`config.mk`:
```
export PLATFORM = sky130hd
export DESIGN_NAME = sync_tmp_ctrl
export DESIGN_NICKNAME = d
export VERILOG_FILES = /design/src/rtl/sync_pkg.sv /design/src/rtl/sync_min_tracker.sv /design/src/rtl/sync_tmp_ctrl.sv
export SDC_FILE = /design/constraint.sdc
export NUM_CORES = 1
export LEC_CHECK = 0
export ABC_AREA = 0
export CORE_ASPECT_RATIO = 0.9
export CORE_MARGIN = 2
export CORE_UTILIZATION = 58
export CTS_BUF_LIST = sky130_fd_sc_hd__clkbuf_4
export CTS_CLUSTER_SIZE = 40
export DETAILED_ROUTE_END_ITERATION = 8
export GPL_ROUTABILITY_DRIVEN = 0
export PLACE_DENSITY = 0.89
export SKIP_LAST_GASP = 1
export SYNTH_ARGS = -nofsm -noshare
export SYNTH_HDL_FRONTEND = slang
export SYNTH_SLANG_ARGS = --single-unit
```
`constraint.sdc`:
```
create_clock -name clk -period 7.05 [get_ports clk]
set_input_delay 1.0575 -clock clk [delete_from_list [all_inputs] [get_ports clk]]
set_output_delay 1.0575 -clock clk [all_outputs]
set_load 0.005 [all_outputs]
```
`src/rtl/sync_pkg.sv`:
```
// Shared definitions for the template-sync sequencer and its datapath:
// controller state encoding and the default geometry both sides agree on.
package sync_pkg;

    typedef enum logic [2:0] {
        ST_IDLE  = 3'd0,
        ST_CFG   = 3'd1,
        ST_DIFF  = 3'd2,
        ST_SCAN  = 3'd3,
        ST_DRAIN = 3'd4,
        ST_DONE  = 3'd5,
        ST_ERR   = 3'd6
    } ctrl_state_e;

    localparam int DIFF_ITER_LIMIT_DEF = 17;
    localparam int LOG2_DIFF_DEPTH_DEF = 5;
    localparam int TIMEOUT_CYC_DEF     = 4096;

endpackage

```
`src/rtl/sync_min_tracker.sv`:
```
// Tags each diff-memory read with its scan index, then keeps the running
// unsigned minimum of the returned words; ties keep the earliest index.
module sync_min_tracker
    import sync_pkg::*;
#(
    parameter int DATA_W = 16,
    parameter int IDX_W  = LOG2_DIFF_DEPTH_DEF,
    parameter int RD_LAT = 1
) (
    input  logic                clk,
    input  logic                reset,
    input  logic                clr,
    input  logic                issue,
    input  logic [IDX_W-1:0]    issue_idx,
    input  logic [2*DATA_W-1:0] rd_data,
    output logic [IDX_W-1:0]    best_idx,
    output logic [2*DATA_W-1:0] best_val
);

    logic [RD_LAT-1:0]   vld_pipe_r;
    logic [IDX_W-1:0]    idx_pipe_r [RD_LAT];
    logic                have_min_r;
    logic [IDX_W-1:0]    best_idx_r;
    logic [2*DATA_W-1:0] best_val_r;
    logic                load_s;

    // Load decision for the word whose tag leaves the pipe this cycle
    always_comb begin
        load_s = 1'b0;
        if (vld_pipe_r[RD_LAT-1]) begin
            load_s = !have_min_r || (rd_data < best_val_r);
        end else begin
            load_s = 1'b0;
        end
    end

    // Tag pipe and running minimum; clr only re-arms the first-word load so the
    // previous result stays visible until the new scan returns data
    always_ff @(posedge clk) begin
        if (reset) begin
            vld_pipe_r <= {RD_LAT{1'b0}};
            for (int i = 0; i < RD_LAT; i++) begin
                idx_pipe_r[i] <= {IDX_W{1'b0}};
            end
            have_min_r <= 1'b0;
            best_idx_r <= {IDX_W{1'b0}};
            best_val_r <= {(2*DATA_W){1'b0}};
        end else begin
            vld_pipe_r[0] <= issue;
            idx_pipe_r[0] <= issue_idx;
            for (int i = 1; i < RD_LAT; i++) begin
                vld_pipe_r[i] <= vld_pipe_r[i-1];
                idx_pipe_r[i] <= idx_pipe_r[i-1];
            end
            if (clr) begin
                have_min_r <= 1'b0;
            end else if (load_s) begin
                have_min_r <= 1'b1;
                best_idx_r <= idx_pipe_r[RD_LAT-1];
                best_val_r <= rd_data;
            end else begin
                have_min_r <= have_min_r;
            end
        end
    end

    assign best_idx = best_idx_r;
    assign best_val = best_val_r;

endmodule

```
`src/rtl/sync_tmp_ctrl.sv`:
```
// Template-sync sequencer: template capture, diff accumulation, diff-memory
// scan and report of the minimum-sum alignment offset, with a phase watchdog.
module sync_tmp_ctrl
    import sync_pkg::*;
#(
    parameter int DATA_W          = 16,
    parameter int LOG2_DIFF_DEPTH = LOG2_DIFF_DEPTH_DEF,
    parameter int DIFF_ITER_LIMIT = DIFF_ITER_LIMIT_DEF,
    parameter int MEM_RD_LAT      = 1,
    parameter int TIMEOUT_CYC     = TIMEOUT_CYC_DEF,
    parameter int LOG2_TIMEOUT    = 13
) (
    input  logic                       clk,
    input  logic                       reset,
    input  logic                       start,
    input  logic                       ack,
    input  logic                       cfg_done,
    input  logic                       diff_done,
    input  logic [2*DATA_W-1:0]        diff_data_i,
    output logic                       cfg_w_en,
    output logic                       diff_r_en,
    output logic                       diff_r_mem_en,
    output logic                       busy,
    output logic                       result_valid,
    output logic [LOG2_DIFF_DEPTH-1:0] best_idx,
    output logic [2*DATA_W-1:0]        best_val,
    output logic                       err_timeout
);

    localparam logic [LOG2_TIMEOUT-1:0]    WD_LAST  = LOG2_TIMEOUT'(TIMEOUT_CYC - 1);
    localparam logic [LOG2_DIFF_DEPTH-1:0] RD_LAST  = LOG2_DIFF_DEPTH'(DIFF_ITER_LIMIT - 1);
    localparam logic [1:0]                 DRN_LAST = 2'(MEM_RD_LAT - 1);

    ctrl_state_e                state_r;
    ctrl_state_e                next_s;
    logic [LOG2_TIMEOUT-1:0]    wd_cnt_r;
    logic [LOG2_DIFF_DEPTH-1:0] rd_cnt_r;
    logic [1:0]                 drn_cnt_r;
    logic                       cfg_w_en_r;
    logic                       diff_r_en_r;
    logic                       diff_r_mem_en_r;
    logic                       busy_r;
    logic                       result_valid_r;
    logic                       err_timeout_r;
    logic                       entering_s;
    logic                       scan_clr_s;

    // Next-state selection; sticky done flags let a start skip finished phases
    always_comb begin
        next_s = state_r;
        case (state_r)
            ST_IDLE: begin
                if (start) begin
                    if (cfg_done && diff_done) begin
                        next_s = ST_SCAN;
                    end else if (cfg_done) begin
                        next_s = ST_DIFF;
                    end else begin
                        next_s = ST_CFG;
                    end
                end else begin
                    next_s = ST_IDLE;
                end
            end
            ST_CFG: begin
                if (cfg_done) begin
                    next_s = ST_DIFF;
                end else if (wd_cnt_r == WD_LAST) begin
                    next_s = ST_ERR;
                end else begin
                    next_s = ST_CFG;
                end
            end
            ST_DIFF: begin
                if (diff_done) begin
                    next_s = ST_SCAN;
                end else if (wd_cnt_r == WD_LAST) begin
                    next_s = ST_ERR;
                end else begin
                    next_s = ST_DIFF;
                end
            end
            ST_SCAN: begin
                if (rd_cnt_r == RD_LAST) begin
                    next_s = ST_DRAIN;
                end else begin
                    next_s = ST_SCAN;
                end
            end
            ST_DRAIN: begin
                if (drn_cnt_r == DRN_LAST) begin
                    next_s = ST_DONE;
                end else begin
                    next_s = ST_DRAIN;
                end
            end
            ST_DONE: begin
                if (ack) begin
                    next_s = ST_IDLE;
                end else begin
                    next_s = ST_DONE;
                end
            end
            ST_ERR: begin
                if (ack) begin
                    next_s = ST_IDLE;
                end else begin
                    next_s = ST_ERR;
                end
            end
            default: next_s = ST_IDLE;
        endcase
    end

    assign entering_s = (next_s != state_r);
    assign scan_clr_s = entering_s && (next_s == ST_SCAN);

    // State, watchdog, read/drain counters and outputs registered from next state
    always_ff @(posedge clk) begin
        if (reset) begin
            state_r         <= ST_IDLE;
            wd_cnt_r        <= {LOG2_TIMEOUT{1'b0}};
            rd_cnt_r        <= {LOG2_DIFF_DEPTH{1'b0}};
            drn_cnt_r       <= 2'd0;
            cfg_w_en_r      <= 1'b0;
            diff_r_en_r     <= 1'b0;
            diff_r_mem_en_r <= 1'b0;
            busy_r          <= 1'b0;
            result_valid_r  <= 1'b0;
            err_timeout_r   <= 1'b0;
        end else begin
            state_r <= next_s;

            if (entering_s) begin
                wd_cnt_r <= {LOG2_TIMEOUT{1'b0}};
            end else if ((state_r == ST_CFG) || (state_r == ST_DIFF)) begin
                wd_cnt_r <= wd_cnt_r + 1'b1;
            end else begin
                wd_cnt_r <= wd_cnt_r;
            end

            // rd_cnt doubles as the scan index attached to each issued read
            if (scan_clr_s) begin
                rd_cnt_r <= {LOG2_DIFF_DEPTH{1'b0}};
            end else if (state_r == ST_SCAN) begin
                rd_cnt_r <= rd_cnt_r + 1'b1;
            end else begin
                rd_cnt_r <= rd_cnt_r;
            end

            if (entering_s) begin
                drn_cnt_r <= 2'd0;
            end else if (state_r == ST_DRAIN) begin
                drn_cnt_r <= drn_cnt_r + 2'd1;
            end else begin
                drn_cnt_r <= drn_cnt_r;
            end

            cfg_w_en_r      <= (next_s == ST_CFG);
            diff_r_en_r     <= (next_s == ST_DIFF);
            diff_r_mem_en_r <= (next_s == ST_SCAN);
            busy_r          <= (next_s != ST_IDLE);
            result_valid_r  <= (next_s == ST_DONE);
            err_timeout_r   <= (next_s == ST_ERR);
        end
    end

    sync_min_tracker #(
        .DATA_W (DATA_W),
        .IDX_W  (LOG2_DIFF_DEPTH),
        .RD_LAT (MEM_RD_LAT)
    ) u_min_tracker (
        .clk       (clk),
        .reset     (reset),
        .clr       (scan_clr_s),
        .issue     (diff_r_mem_en_r),
        .issue_idx (rd_cnt_r),
        .rd_data   (diff_data_i),
        .best_idx  (best_idx),
        .best_val  (best_val)
    );

    assign cfg_w_en      = cfg_w_en_r;
    assign diff_r_en     = diff_r_en_r;
    assign diff_r_mem_en = diff_r_mem_en_r;
    assign busy          = busy_r;
    assign result_valid  = result_valid_r;
    assign err_timeout   = err_timeout_r;

endmodule

```
Word-level counts from Yosys, hierarchy flattened:

Memories as Yosys holds them, arrays and structs flattened. A register that Yosys moved wholly into a read port is not among the register bits.
Cells that the tools add are included.

* $add $sub $neg: 3
* $mul: 0
* divide/modulo/power cells: 0
* order comparisons: 1
* equal/unequal tests: 14
* shift-type cells: 0
* multiplexer cells: 18
* bitwise operators: 1
* reduce and logical (&&, ||, !) cells: 12

Operators with widths (number)
* $lt A32 B32 Y1: 1
* $mux W3: 8
* $pmux W3 S7: 1
* $eq A3 B3 Y1 const B: 5
* $add A13 B1 Y13 const B: 1
* $eq A13 B12 Y1 const B: 1
* $eq A3 B2 Y1 const B: 4
* $eq A3 B1 Y1 const B: 2
* $mux W1: 6
* $add A5 B1 Y5 const B: 1
* $eq A5 B5 Y1 const B: 1
* $mux W5: 1
* $reduce_or A5 Y1: 1
* $mux W2: 2
* $reduce_or A2 Y1: 2
* $logic_not A3 Y1: 1
* $ne A3 B3 Y1: 1
* $reduce_bool A3 Y1: 1
* $add A2 B1 Y2 const B: 1
* $logic_and A1 B1 Y1: 2
* $logic_not A2 Y1: 1
* $logic_or A1 B1 Y1: 2
* $reduce_and A2 Y1: 1
* $logic_not A1 Y1: 1
* $not A1 Y1: 1

* register bits after elaboration: 63
* latch bits: 0
* bits in writable memories: 5
* memory bits (read-only): 0
* input port bits: 38
* output and inout bits: 43
* logic and storage cells: 63
* memories: 1

Memories
* u_min_tracker.idx_pipe_r: depth 1, bits a word 5, read ports 1, clocked after Yosys merged registers in 1, write ports 1, RTL line sync_min_tracker.sv:21 `logic [IDX_W-1:0] idx_pipe_r [RD_LAT];`

Depth between registers and ports, before layout:

* depth after elaboration: 8
* depth in mapped cells: 11
* gate-level depth less buffers: 9

Cells and area by module:

From an unflattened synthesis, not the netlist that was laid out.

* cells, all modules: 438
* area total of the unflattened synthesis: 4215.3 µm²

Modules (own cells, without submodules)
* sync_min_tracker: instances 1, cells an instance 286, area an instance 2701.3 µm², sequential area each 880.8 µm²
* sync_tmp_ctrl: instances 1, cells an instance 152, area an instance 1514.0 µm², sequential area each 580.6 µm²

Least setup slack after synthesis:

Ideal clock, no wire load.

* path type: input port to flip-flop
* from: in cfg_done
* to: reg u_min_tracker.best_idx_r[0] (netlist: u_min_tracker.best_idx[0]) (read register of u_min_tracker.idx_pipe_r)
* setup time: 0.120 ns
* data arrival time: 2.842 ns
* data required time: 6.930 ns
* setup slack: 4.089 ns
* stages: 9
* buffers on the path: 2
* path through: or4b_1 a21oi_1 a211oi_1 o41a_2 nor4_4 and3b_1 buf_6 buf_6 mux2i_1

* longest elaborated chain between the ends: 8
* elaborated cells on any way between the ends: 11
* those cells by class: eq/ne (2); mux (5); bitwise (1); reduce/logical (3)

Ends and longest elaborated chain
* start: declaration: RTL line sync_tmp_ctrl.sv:17 `input logic cfg_done,`
* $mux W2 or $logic_and A1 B1 Y1 (tied branches): RTL line sync_tmp_ctrl.sv:56, sync_tmp_ctrl.sv:54
* $mux W2: RTL line sync_tmp_ctrl.sv:54 `if (cfg_done && diff_done) begin`
* $mux W3: RTL line sync_tmp_ctrl.sv:53 `if (start) begin`
* $pmux W3 S7 (*): RTL line sync_tmp_ctrl.sv:51 `case (state_r)`
* $ne A3 B3 Y1 or $eq A3 B2 Y1 (tied branches): RTL line sync_tmp_ctrl.sv:115, sync_tmp_ctrl.sv:116
* $logic_and A1 B1 Y1 (*): RTL line sync_tmp_ctrl.sv:116 `assign scan_clr_s = entering_s && (next_s == ST_SCAN);`
* $not A1 Y1 (no source line) (*)
* $reduce_and A2 Y1 (no source line) (*)
* end: declaration: RTL line sync_min_tracker.sv:23 `logic [IDX_W-1:0] best_idx_r;`

Every way passes the cells marked *; elsewhere a longest branch is shown, timed or not.
A chain may end at the register's enable or synchronous reset.

Final worst setup path:

* from: in cfg_done
* to: reg u_min_tracker.best_idx_r[3] (netlist: u_min_tracker.best_idx[3]) (read register of u_min_tracker.idx_pipe_r)

Same word-level chain as after synthesis.

==> results.json <==
{
  "cts_resized": 0,
  "clock.fmax_ghz": 0.272,
  "area_delta_synth_final_pct": 25.7,
  "ios": 81,
  "final.fill_count": 449,
  "timing.final.max_slew_violations": 0,
  "grt_start_max_net_pins": 94,
  "port_buffers": 80,
  "critPathMaxFanout": 37,
  "final.period_utilization_pct": 52.2,
  "hold_depth": 2,
  "rows": 28,
  "timing.final.hold_violations": 0,
  "fp.coreArea_um2": 6620,
  "num_antenna_cells": 0,
  "postCtsHoldBufs": 0,
  "crit_type": "in2reg",
  "worst_ep_arrival_time_ps": 4020,
  "grt_usage_pct": 23.7,
  "die_area_um2": 7570,
  "synth_edf_count": 0,
  "post_synth_main_area_contributors": "sky130_fd_sc_hd__dfxtp_1, sky130_fd_sc_hd__nand2b_1, sky130_fd_sc_hd__ha_1",
  "syn-cell-area_um2": 4000,
  "vias_per_cell": 5.36,
  "power.density_cell_area_nw_per_um2": 194,
  "postSynthRegisterBits": 73,
  "final_net_count": 598,
  "rsz0062_at_grt": "false",
  "drt_wl_total_um": 8820,
  "path_depth": 8,
  "setup-tns-final_ps": 0,
  "cpMostUsedCell": "sky130_fd_sc_hd__a21oi_1",
  "grt_first_pass_wirelength_um": 14400,
  "die-height_um": 82.8,
  "worst_clock_skew_ps": 12.3,
  "tritoncts.num_buffers": 9,
  "tightest_slew_ps": 1140,
  "synth.yosys.warnings": 0,
  "ir_worst_vdd_mv": 0.180,
  "vias": 3322,
  "postSynthNetCount": 524,
  "hold_path.class": "reg2reg",
  "reg2regPathDepth": 8,
  "synth_largest_area_cell": "sky130_fd_sc_hd__dfxtp_1",
  "total_leakage_power_nw": 1.77,
  "initial_core_util_pct": 60.4,
  "post-route-min-period_ps": 3680,
  "fraction_of_layout_cells_with_a_size_suffix_above_1_pct": 4.15,
  "detail-route-antenna-nets": 0,
  "global_route.overflow_total": 0,
  "cts.repair_timing.setup_buffer_count": 0,
  "run_status": "finished clean",
  "worst_ep_required_time_ps": 7390,
  "wl_per_cell_um": 14.2,
  "tritoncts": "yes",
  "worst_case_clock_buffer_depth": 2,
  "via_count_of_the_first_global_routing_pass": 3334,
  "count_of_clock_tree_sinks": 73,
  "synthesis.instances": 451,
  "firstDrtPassIters": 5,
  "timing.critical_path.buf_inv": 1,
  "drtIter0Drc": 133,
  "synth_flop_cell": "sky130_fd_sc_hd__dfxtp_1",
  "drc": 0,
  "finalSetupViolations": 0,
  "worst_skew_pair.late_latency_ps": 420,
  "synthDominantCellAreaShare_pct": 36.6,
  "number_of_antenna_violations_at_the_first_check_in_global_routing": 0,
  "cp_slowest_cell": "sky130_fd_sc_hd__and3b_2",
  "crit_path_max_incr_delay_ps": 1030,
  "critical_path.top_delay_family": "simple AND/OR/NAND/NOR gates",
  "whs_ps": 470,
  "postSynthAreaPerCell_um2": 8.86,
  "clkSlewWorstSetupHoldPaths_ps": 110,
  "max-slew-margin-rel_pct": 24.2,
  "distinct_cell_type_count_after_synthesis": 40,
  "cap_violations": 0,
  "detailedPlacementHpwl_um": 6400,
  "die_w_um": 91.5,
  "synth.yosys.seq_area_share_pct": 36.6,
  "synth-async-reset-ratio_pct": 0,
  "start_kind": "primary input",
  "clock_tree.htree_level_count": 3,
  "cts_root_buffer": "sky130_fd_sc_hd__clkbuf_4",
  "crit_path_end_kind": "register",
  "critical_path_cell_by_cell": "clkdlybuf4s50_1 -> a21oi_1 -> o22ai_1 -> a21oi_1 -> a21boi_1 -> nor4_4 -> and3b_2 -> mux2i_1"
}
==> worst register-to-register path: stages, from the launching register on <==
cell,delay (ps)
sky130_fd_sc_hd__dfxtp_1,410
sky130_fd_sc_hd__ha_1,250
sky130_fd_sc_hd__nand4_1,180
sky130_fd_sc_hd__nor3_1,450
sky130_fd_sc_hd__o211ai_1,190
sky130_fd_sc_hd__o21ai_1,220
sky130_fd_sc_hd__nor4_4,130
sky130_fd_sc_hd__and3b_2,1040
sky130_fd_sc_hd__mux2i_1,290
==> routing by layer <==
layer / up-vias / wire length [um] / track usage, %
li1: 1654 / - / -
met1: 1552 / 3710 / 26.0
met2: 100 / 4480 / 45.2
met3: 16 / 499 / 6.35
met4: 0 / 125 / 7.58
met5: - / 0 / 0
==> cells by family (layout without fill, tap and decap cells) <==
| family | Yosys count | in the layout | share of synthesized area (%) |
|---|---|---|---|
| xor+xnor | 18 | 18 | 3.94 |
| buf+inv | 58 | 137 | 6.26 |
| compound gates | 49 | 49 | 7.57 |
| fa+ha+maj | 35 | 35 | 11.0 |
| mux | 38 | 38 | 9.51 |
| simple gates | 180 | 180 | 25.2 |
| flops | 73 | 73 | 36.6 |
==> per-stage QoR <==
stage	instance area (um^2)	worst slack [ps]	total power, mW	util, %	instances
3_3_place_gp	4810	2970	0.606	72.7	604
2_1_floorplan	4000	4090	0.548	-	451
3_5_place_dp	4810	2910	0.613	72.7	604
5_1_grt	5020	3160	1.02	75.9	620
4_1_cts	5020	3360	0.982	75.9	620
6_report	5020	3370	0.974	75.9	620
==> cells in the mapped netlist (3+ instances only) <==
| cell | count |
|---|---|
| sky130_fd_sc_hd__nand3_1 | 5 |
| sky130_fd_sc_hd__dfxtp_1 | 73 |
| sky130_fd_sc_hd__o211ai_1 | 3 |
| sky130_fd_sc_hd__nor3_1 | 12 |
| sky130_fd_sc_hd__a211oi_1 | 3 |
| sky130_fd_sc_hd__nor2b_1 | 5 |
| sky130_fd_sc_hd__buf_6 | 4 |
| sky130_fd_sc_hd__nor2_1 | 39 |
| sky130_fd_sc_hd__mux2i_1 | 38 |
| sky130_fd_sc_hd__a31oi_1 | 3 |
| sky130_fd_sc_hd__nand3b_1 | 3 |
| sky130_fd_sc_hd__ha_1 | 35 |
| sky130_fd_sc_hd__inv_1 | 40 |
| sky130_fd_sc_hd__nand2_1 | 18 |
| sky130_fd_sc_hd__nand2b_1 | 77 |
| sky130_fd_sc_hd__xnor2_1 | 8 |
| sky130_fd_sc_hd__and4_1 | 3 |
| sky130_fd_sc_hd__xor2_1 | 10 |
| sky130_fd_sc_hd__o21ai_0 | 9 |
| sky130_fd_sc_hd__clkbuf_1 | 12 |
| sky130_fd_sc_hd__a21oi_1 | 18 |
| sky130_fd_sc_hd__nand4_1 | 9 |
| sky130_fd_sc_hd__a21o_1 | 4 |
==> layout by cell type, fill, tap and decap left out, types with 2 or more instances in the layout <==
master                             n
sky130_fd_sc_hd__clkdlybuf4s50_1  79
sky130_fd_sc_hd__nand2b_1         77
sky130_fd_sc_hd__dfxtp_1          73
sky130_fd_sc_hd__inv_1            40
sky130_fd_sc_hd__nor2_1           39
sky130_fd_sc_hd__mux2i_1          38
sky130_fd_sc_hd__ha_1             35
sky130_fd_sc_hd__a21oi_1          18
sky130_fd_sc_hd__nand2_1          18
sky130_fd_sc_hd__nor3_1           12
sky130_fd_sc_hd__xor2_1           10
sky130_fd_sc_hd__nand4_1           9
sky130_fd_sc_hd__o21ai_0           9
sky130_fd_sc_hd__clkbuf_4          9
sky130_fd_sc_hd__xnor2_1           8
sky130_fd_sc_hd__nand3_1           5
sky130_fd_sc_hd__nor2b_1           5
sky130_fd_sc_hd__a21o_1            4
sky130_fd_sc_hd__bufinv_16         4
sky130_fd_sc_hd__o211ai_1          3
sky130_fd_sc_hd__nand3b_1          3
sky130_fd_sc_hd__a211oi_1          3
sky130_fd_sc_hd__a31oi_1           3
sky130_fd_sc_hd__and4_1            3
sky130_fd_sc_hd__o21ai_1           2
sky130_fd_sc_hd__a221oi_1          2
==> flip-flops by register name (all words and copies together), names as in the netlist, 2 cells and up <==
| signal | count |
|---|---|
| drn_cnt_r | 2 |
| rd_cnt_r | 5 |
| state_r | 3 |
| u_min_tracker.best_idx | 5 |
| u_min_tracker.best_val | 32 |
| u_min_tracker.idx_pipe_r | 5 |
| wd_cnt_r | 13 |
==> where the power goes <==
group	total, mW	switching [mW]	internal [mW]
Combinational	0.163	0.0788	0.0846
Clock	0.368	0.152	0.216
Sequential	0.442	0.0157	0.427
Total	0.974	0.247	0.727
==> worst paths after layout <==
check / start / endpoint / slack, ps
worst max-delay path: cfg_done / u_min_tracker.best_idx[3] / 3370
worst min-delay path: u_min_tracker.idx_pipe_r[0][2] / u_min_tracker.best_idx[2] / 470
worst max register to register: wd_cnt_r[0] / u_min_tracker.best_idx[3] / 3800
worst min register to register: u_min_tracker.idx_pipe_r[0][2] / u_min_tracker.best_idx[2] / 470
==> layout make-up <==
| type | count | area, um^2 | share of cell area (%) |
|---|---|---|---|
| Tap cell | 90 | 113 | 2.24 |
| Sequential cell | 73 | 1460 | 29.1 |
| Inverter | 40 | 150 | 2.99 |
| Clock buffer | 9 | 67.6 | 1.34 |
| Timing Repair Buffer | 81 | 803 | 16.0 |
| Multi-Input combinational cell | 320 | 2290 | 45.5 |
| Clock inverter | 7 | 141 | 2.81 |
Note: power is estimated with default switching activity, not from simulation.
==> RTL change 1: new RTL, same settings <==
Set the parameter `MEM_RD_LAT` to 2 (it was 1).
--- a/src/rtl/sync_tmp_ctrl.sv
+++ b/src/rtl/sync_tmp_ctrl.sv
@@ -6,7 +6,7 @@
     parameter int DATA_W          = 16,
     parameter int LOG2_DIFF_DEPTH = LOG2_DIFF_DEPTH_DEF,
     parameter int DIFF_ITER_LIMIT = DIFF_ITER_LIMIT_DEF,
-    parameter int MEM_RD_LAT      = 1,
+    parameter int MEM_RD_LAT      = 2,
     parameter int TIMEOUT_CYC     = TIMEOUT_CYC_DEF,
     parameter int LOG2_TIMEOUT    = 13
 ) (
Function: changed (Yosys sat finds a counterexample within 4 cycles, from zero or initial values and one cycle with reset high).
==> RTL change 1 against the unedited design <==
- design area up 5.1%
- largest cell class unchanged
- synthesized area up 9.5%
- sequential cell count up 6
- setup slack better by 25 ps
- critical path depth up 1
- wire length down 3.1%
- total power down 7.2%
- via count up 1.9%
- combinational power down 4%
- register-to-register slack better by 20 ps
==> RTL change 1: results (changes against the unedited design) <==
----------------------------------------------------
[Power and ir drop]
  Peak supply drop ... 0.126 mV (was 0.180 mV)
  Leakage ... 0.00181 uW (was 0.00177 uW)

[GRT]
  Global Route Usage Sum ... 0.212 (was 0.237)
  Largest net degree at the start of global routing ... 95 (was 94)
  Global-route wire length before repair ... 13900 um (was 14400 um)

[Worst setup path]
  Cell type group with the largest total delay on the critical path ... compound AO/OA/AOI/OAI gates (was simple AND/OR/NAND/NOR gates)
  CP max-delay cell ... sky130_fd_sc_hd__a211oi_4 (was sky130_fd_sc_hd__and3b_2)
  Arr. time, crit path ... 4010 ps (was 4020 ps)
  Largest fanout on the critical path ... 25 (was 37)

[Drt]
  DR iter-0 viols ... 82 (was 133)
  Iteration count of the initial detailed-routing pass ... 4 (was 5)
  Via count ... 3385 (was 3322)

[STA]
  Clock Skew ... 14.8 ps (was 12.3 ps)
  Hold slack final ... 452 ps (was 470 ps)
  Max-slew headroom ... 0.259 (was 0.242)

[Logic synthesis]
  Ranking of synthesized cells by instance count ... 79 x sky130_fd_sc_hd__dfxtp_1, 75 x sky130_fd_sc_hd__nand2b_1, 38 x sky130_fd_sc_hd__inv_1, 37 x sky130_fd_sc_hd__mux2i_1, 35 x sky130_fd_sc_hd__ha_1 (was 77 x sky130_fd_sc_hd__nand2b_1, 73 x sky130_fd_sc_hd__dfxtp_1, 40 x sky130_fd_sc_hd__inv_1, 39 x sky130_fd_sc_hd__nor2_1, 38 x sky130_fd_sc_hd__mux2i_1)
  Number of library cell types mapped by synthesis ... 53 (was 40)
  Leading post-synthesis cells by cell area ... sky130_fd_sc_hd__dfxtp_1 36%, sky130_fd_sc_hd__nand2b_1 11%, sky130_fd_sc_hd__ha_1 10%, sky130_fd_sc_hd__mux2i_1 8.5%, sky130_fd_sc_hd__inv_1 3.3% (was sky130_fd_sc_hd__dfxtp_1 37%, sky130_fd_sc_hd__nand2b_1 12%, sky130_fd_sc_hd__ha_1 11%, sky130_fd_sc_hd__mux2i_1 9.5%, sky130_fd_sc_hd__inv_1 3.8%)
  Post-synthesis compound-gate area fraction ... 0.0878 (was 0.0757)

[Placement]
  Detailed placement HPWL ... 6470 um (was 6400 um)
  Post-placement setup slack ... 2940 ps (was 2910 ps)
  Post-Place Cell Area ... 0.00513 mm2 (was 0.00481 mm2)

[Finish]
  Fin nets ... 612 (was 598)

[Run status]
  Outcome ... complete, no violations (unchanged)

[Clock network]
  Clock Pin Slew Worst Setup and Hold Paths ... 130 ps (was 110 ps)

----------------------------------------------------
==> RTL change 1: worst paths after layout <==
kind	endpoint	cells past startpoint	startpoint
worst max-delay path	u_min_tracker.best_val[12]$_SDFFE_PP0P_	9	diff_data_i[23]
worst max register to register	u_min_tracker.best_val[12]$_SDFFE_PP0P_	7	state_r[2]$_SDFF_PP0_
worst min register to register	u_min_tracker.vld_pipe_r[1]$_SDFF_PP0_	1	u_min_tracker.vld_pipe_r[0]$_SDFF_PP0_
worst min-delay path	u_min_tracker.vld_pipe_r[1]$_SDFF_PP0_	1	u_min_tracker.vld_pipe_r[0]$_SDFF_PP0_
==> RTL change 1: final cells by class <==
cell class              instances  area, um2
clock buffers                  10       75.1
clock inverters                 6       68.8
repair buffers                 82        811
well taps                      96        120
inverters                      39        146
fillers                       550       2150
flip-flops and latches         79       1580
multi-input cells             328       2480
==> RTL change 1: cell families after synthesis <==
family	after synthesis
buffers and inverters	59
XOR/XNOR	18
flip-flops	79
multiplexers	37
AO/OA/AOI/OAI	52
AND/OR/NAND/NOR	186
adder cells (fa/ha/maj)	35
==> RTL change 1: where the power goes <==
group          leakage [uW]  internal, uW  switching, uW
registers          0.000639           458           12.9
clock network     0.0000774           115            161
logic               0.00109          79.5           77.7
total               0.00181           653            252
==> RTL change 1: through the flow <==
step	total power (uW)	std cells
floorplan	586	466
detailed placement	638	624
CTS	914	640
global placement	633	624
global route	946	640
finish	904	640
==> RTL change 1: layer usage <==
layer,track usage,vias up,share of wire
met5,0,-,0
met4,0.0727,0,0.018
met3,0.0513,16,0.054
met2,0.369,84,0.49
met1,0.255,1561,0.44
li1,-,1724,-
==> RTL change 2: new RTL, same settings <==
Made on the original files. Register the output `err_timeout` once more, cleared by the reset; this adds one clock of latency there. The other outputs are not delayed to match.
--- a/src/rtl/sync_tmp_ctrl.sv
+++ b/src/rtl/sync_tmp_ctrl.sv
@@ -185,7 +185,13 @@
     assign diff_r_mem_en = diff_r_mem_en_r;
     assign busy          = busy_r;
     assign result_valid  = result_valid_r;
-    assign err_timeout   = err_timeout_r;
+    always_ff @(posedge clk) begin
+        if (reset) begin
+            err_timeout <= '0;
+        end else begin
+            err_timeout <= err_timeout_r;
+        end
+    end
 
 endmodule
 
Check against the original RTL: same outputs for any inputs over 10 cycles, from zero or initial values and one cycle with reset high; that may be too few to reach the edited logic, so the function may still have changed.
==> RTL change 2 against the unedited design <==
- total power down 5.2%
- via count is 48% higher
- setup slack worse by 360 ps
- count of clock-buffer cells in the layout unchanged
- sequential share of layout area down 3.7 points
- global-route usage rose by 5.7 points
- worst hold slack gained 14 ps
- wire length increased by 51%
- design area increased by 16%
- synthesized area rose by 24%
- sequential cell count up 1
- critical endpoint is now u_min_tracker.best_val[13]$_SDFFE_PP0P_
==> RTL change 2: results (changes against the unedited design) <==
----------------------------------------------------
[GRT]
  Largest net degree at the start of global routing ... 96 (was 94)
  Global Route Usage Sum ... 0.295 (was 0.237)
  Global-route track usage on met2 ... 0.464 (was 0.452)
  Met3 track demand over resource in global routing ... 0.0654 (was 0.0635)
  Met1 layer usage reported by global route ... 0.389 (was 0.260)

[Clock network]
  Clock latency on the worst-skew pair ... 450 ps (was 420 ps)
  Clock Pin Slew Worst Setup and Hold Paths ... 140 ps (was 110 ps)
  Clk sinks ... 74 (was 73)

[Drt]
  Routed length per instance ... 17.7 um (was 14.2 um)
  Routed length on met2 ... 6040 um (was 4480 um)
  DR iter-0 viols ... 451 (was 133)
  Via count ... 4932 (was 3322)
  Detail Route met3 WL ... 1240 um (was 499 um)

[Finish]
  Share of post-route cells with drive strength above 1 ... 0.0630 (was 0.0415)
  Reg area ... 0.00148 mm2 (was 0.00146 mm2)
  Filler Cell Count ... 643 (was 449)
  Number of cells in the finished layout apart from fillers ... 750 (was 620)
  Non-CTS inverters ... 39 (was 40)
  #MultiIn Comb ... 434 (was 320)
  Clock network share of area ... 0.0247 (was 0.0416)

[Run status]
  Outcome ... complete, no violations (unchanged)

[Worst setup path]
  Cell type group with the largest total delay on the critical path ... buffers and inverters (was simple AND/OR/NAND/NOR gates)
  CP max-delay cell ... sky130_fd_sc_hd__nor4_2 (was sky130_fd_sc_hd__and3b_2)
  Largest fanout on the critical path ... 33 (was 37)
  Arr. time, crit path ... 4340 ps (was 4020 ps)

[STA]
  Clock Skew ... 21.5 ps (was 12.3 ps)
  Slew @ Worst Pin ... 1350 ps (was 1140 ps)

[Logic synthesis]
  Xor/xnor share of the synthesized area ... 0.0319 (was 0.0394)
  Number of library cell types mapped by synthesis ... 55 (was 40)
  Net count after synthesis ... 673 (was 524)
  Proportion of netlist area held by the largest area contributor ... 0.300 (was 0.366)
  Leading post-synthesis cells by cell area ... sky130_fd_sc_hd__dfxtp_1 30%, sky130_fd_sc_hd__ha_1 8.9%, sky130_fd_sc_hd__nand4b_1 6.4%, sky130_fd_sc_hd__nand4_1 6.2%, sky130_fd_sc_hd__o21a_1 5.6% (was sky130_fd_sc_hd__dfxtp_1 37%, sky130_fd_sc_hd__nand2b_1 12%, sky130_fd_sc_hd__ha_1 11%, sky130_fd_sc_hd__mux2i_1 9.5%, sky130_fd_sc_hd__inv_1 3.8%)
  Post-synthesis compound-gate area fraction ... 0.223 (was 0.0757)

[Power and ir drop]
  Peak supply drop ... 0.139 mV (was 0.180 mV)

[Placement]
  Detailed placement HPWL ... 8520 um (was 6400 um)
  Cell count after placement ... 734 (was 604)

----------------------------------------------------
## RTL change 2: worst paths after layout
kind	startpoint	to	slack, ps	depth (start not counted)
min reg2reg	drn_cnt_r[1]$_SDFFE_PP0N_	drn_cnt_r[1]$_SDFFE_PP0N_	480	2
min	drn_cnt_r[1]$_SDFFE_PP0N_	drn_cnt_r[1]$_SDFFE_PP0N_	480	2
max reg2reg	u_min_tracker.best_val[31]$_SDFFE_PP0P_	u_min_tracker.best_val[13]$_SDFFE_PP0P_	3690	10
max	diff_data_i[31]	u_min_tracker.best_val[13]$_SDFFE_PP0P_	3010	10
## RTL change 2: report_power, final
group / switching (uW) / total (uW) / internal (uW) / leakage [uW]
clock network: 174 / 284 / 110 / 0.0000746
registers: 11.7 / 441 / 430 / 0.000598
logic: 120 / 198 / 77.9 / 0.00123
total: 305 / 923 / 618 / 0.00190
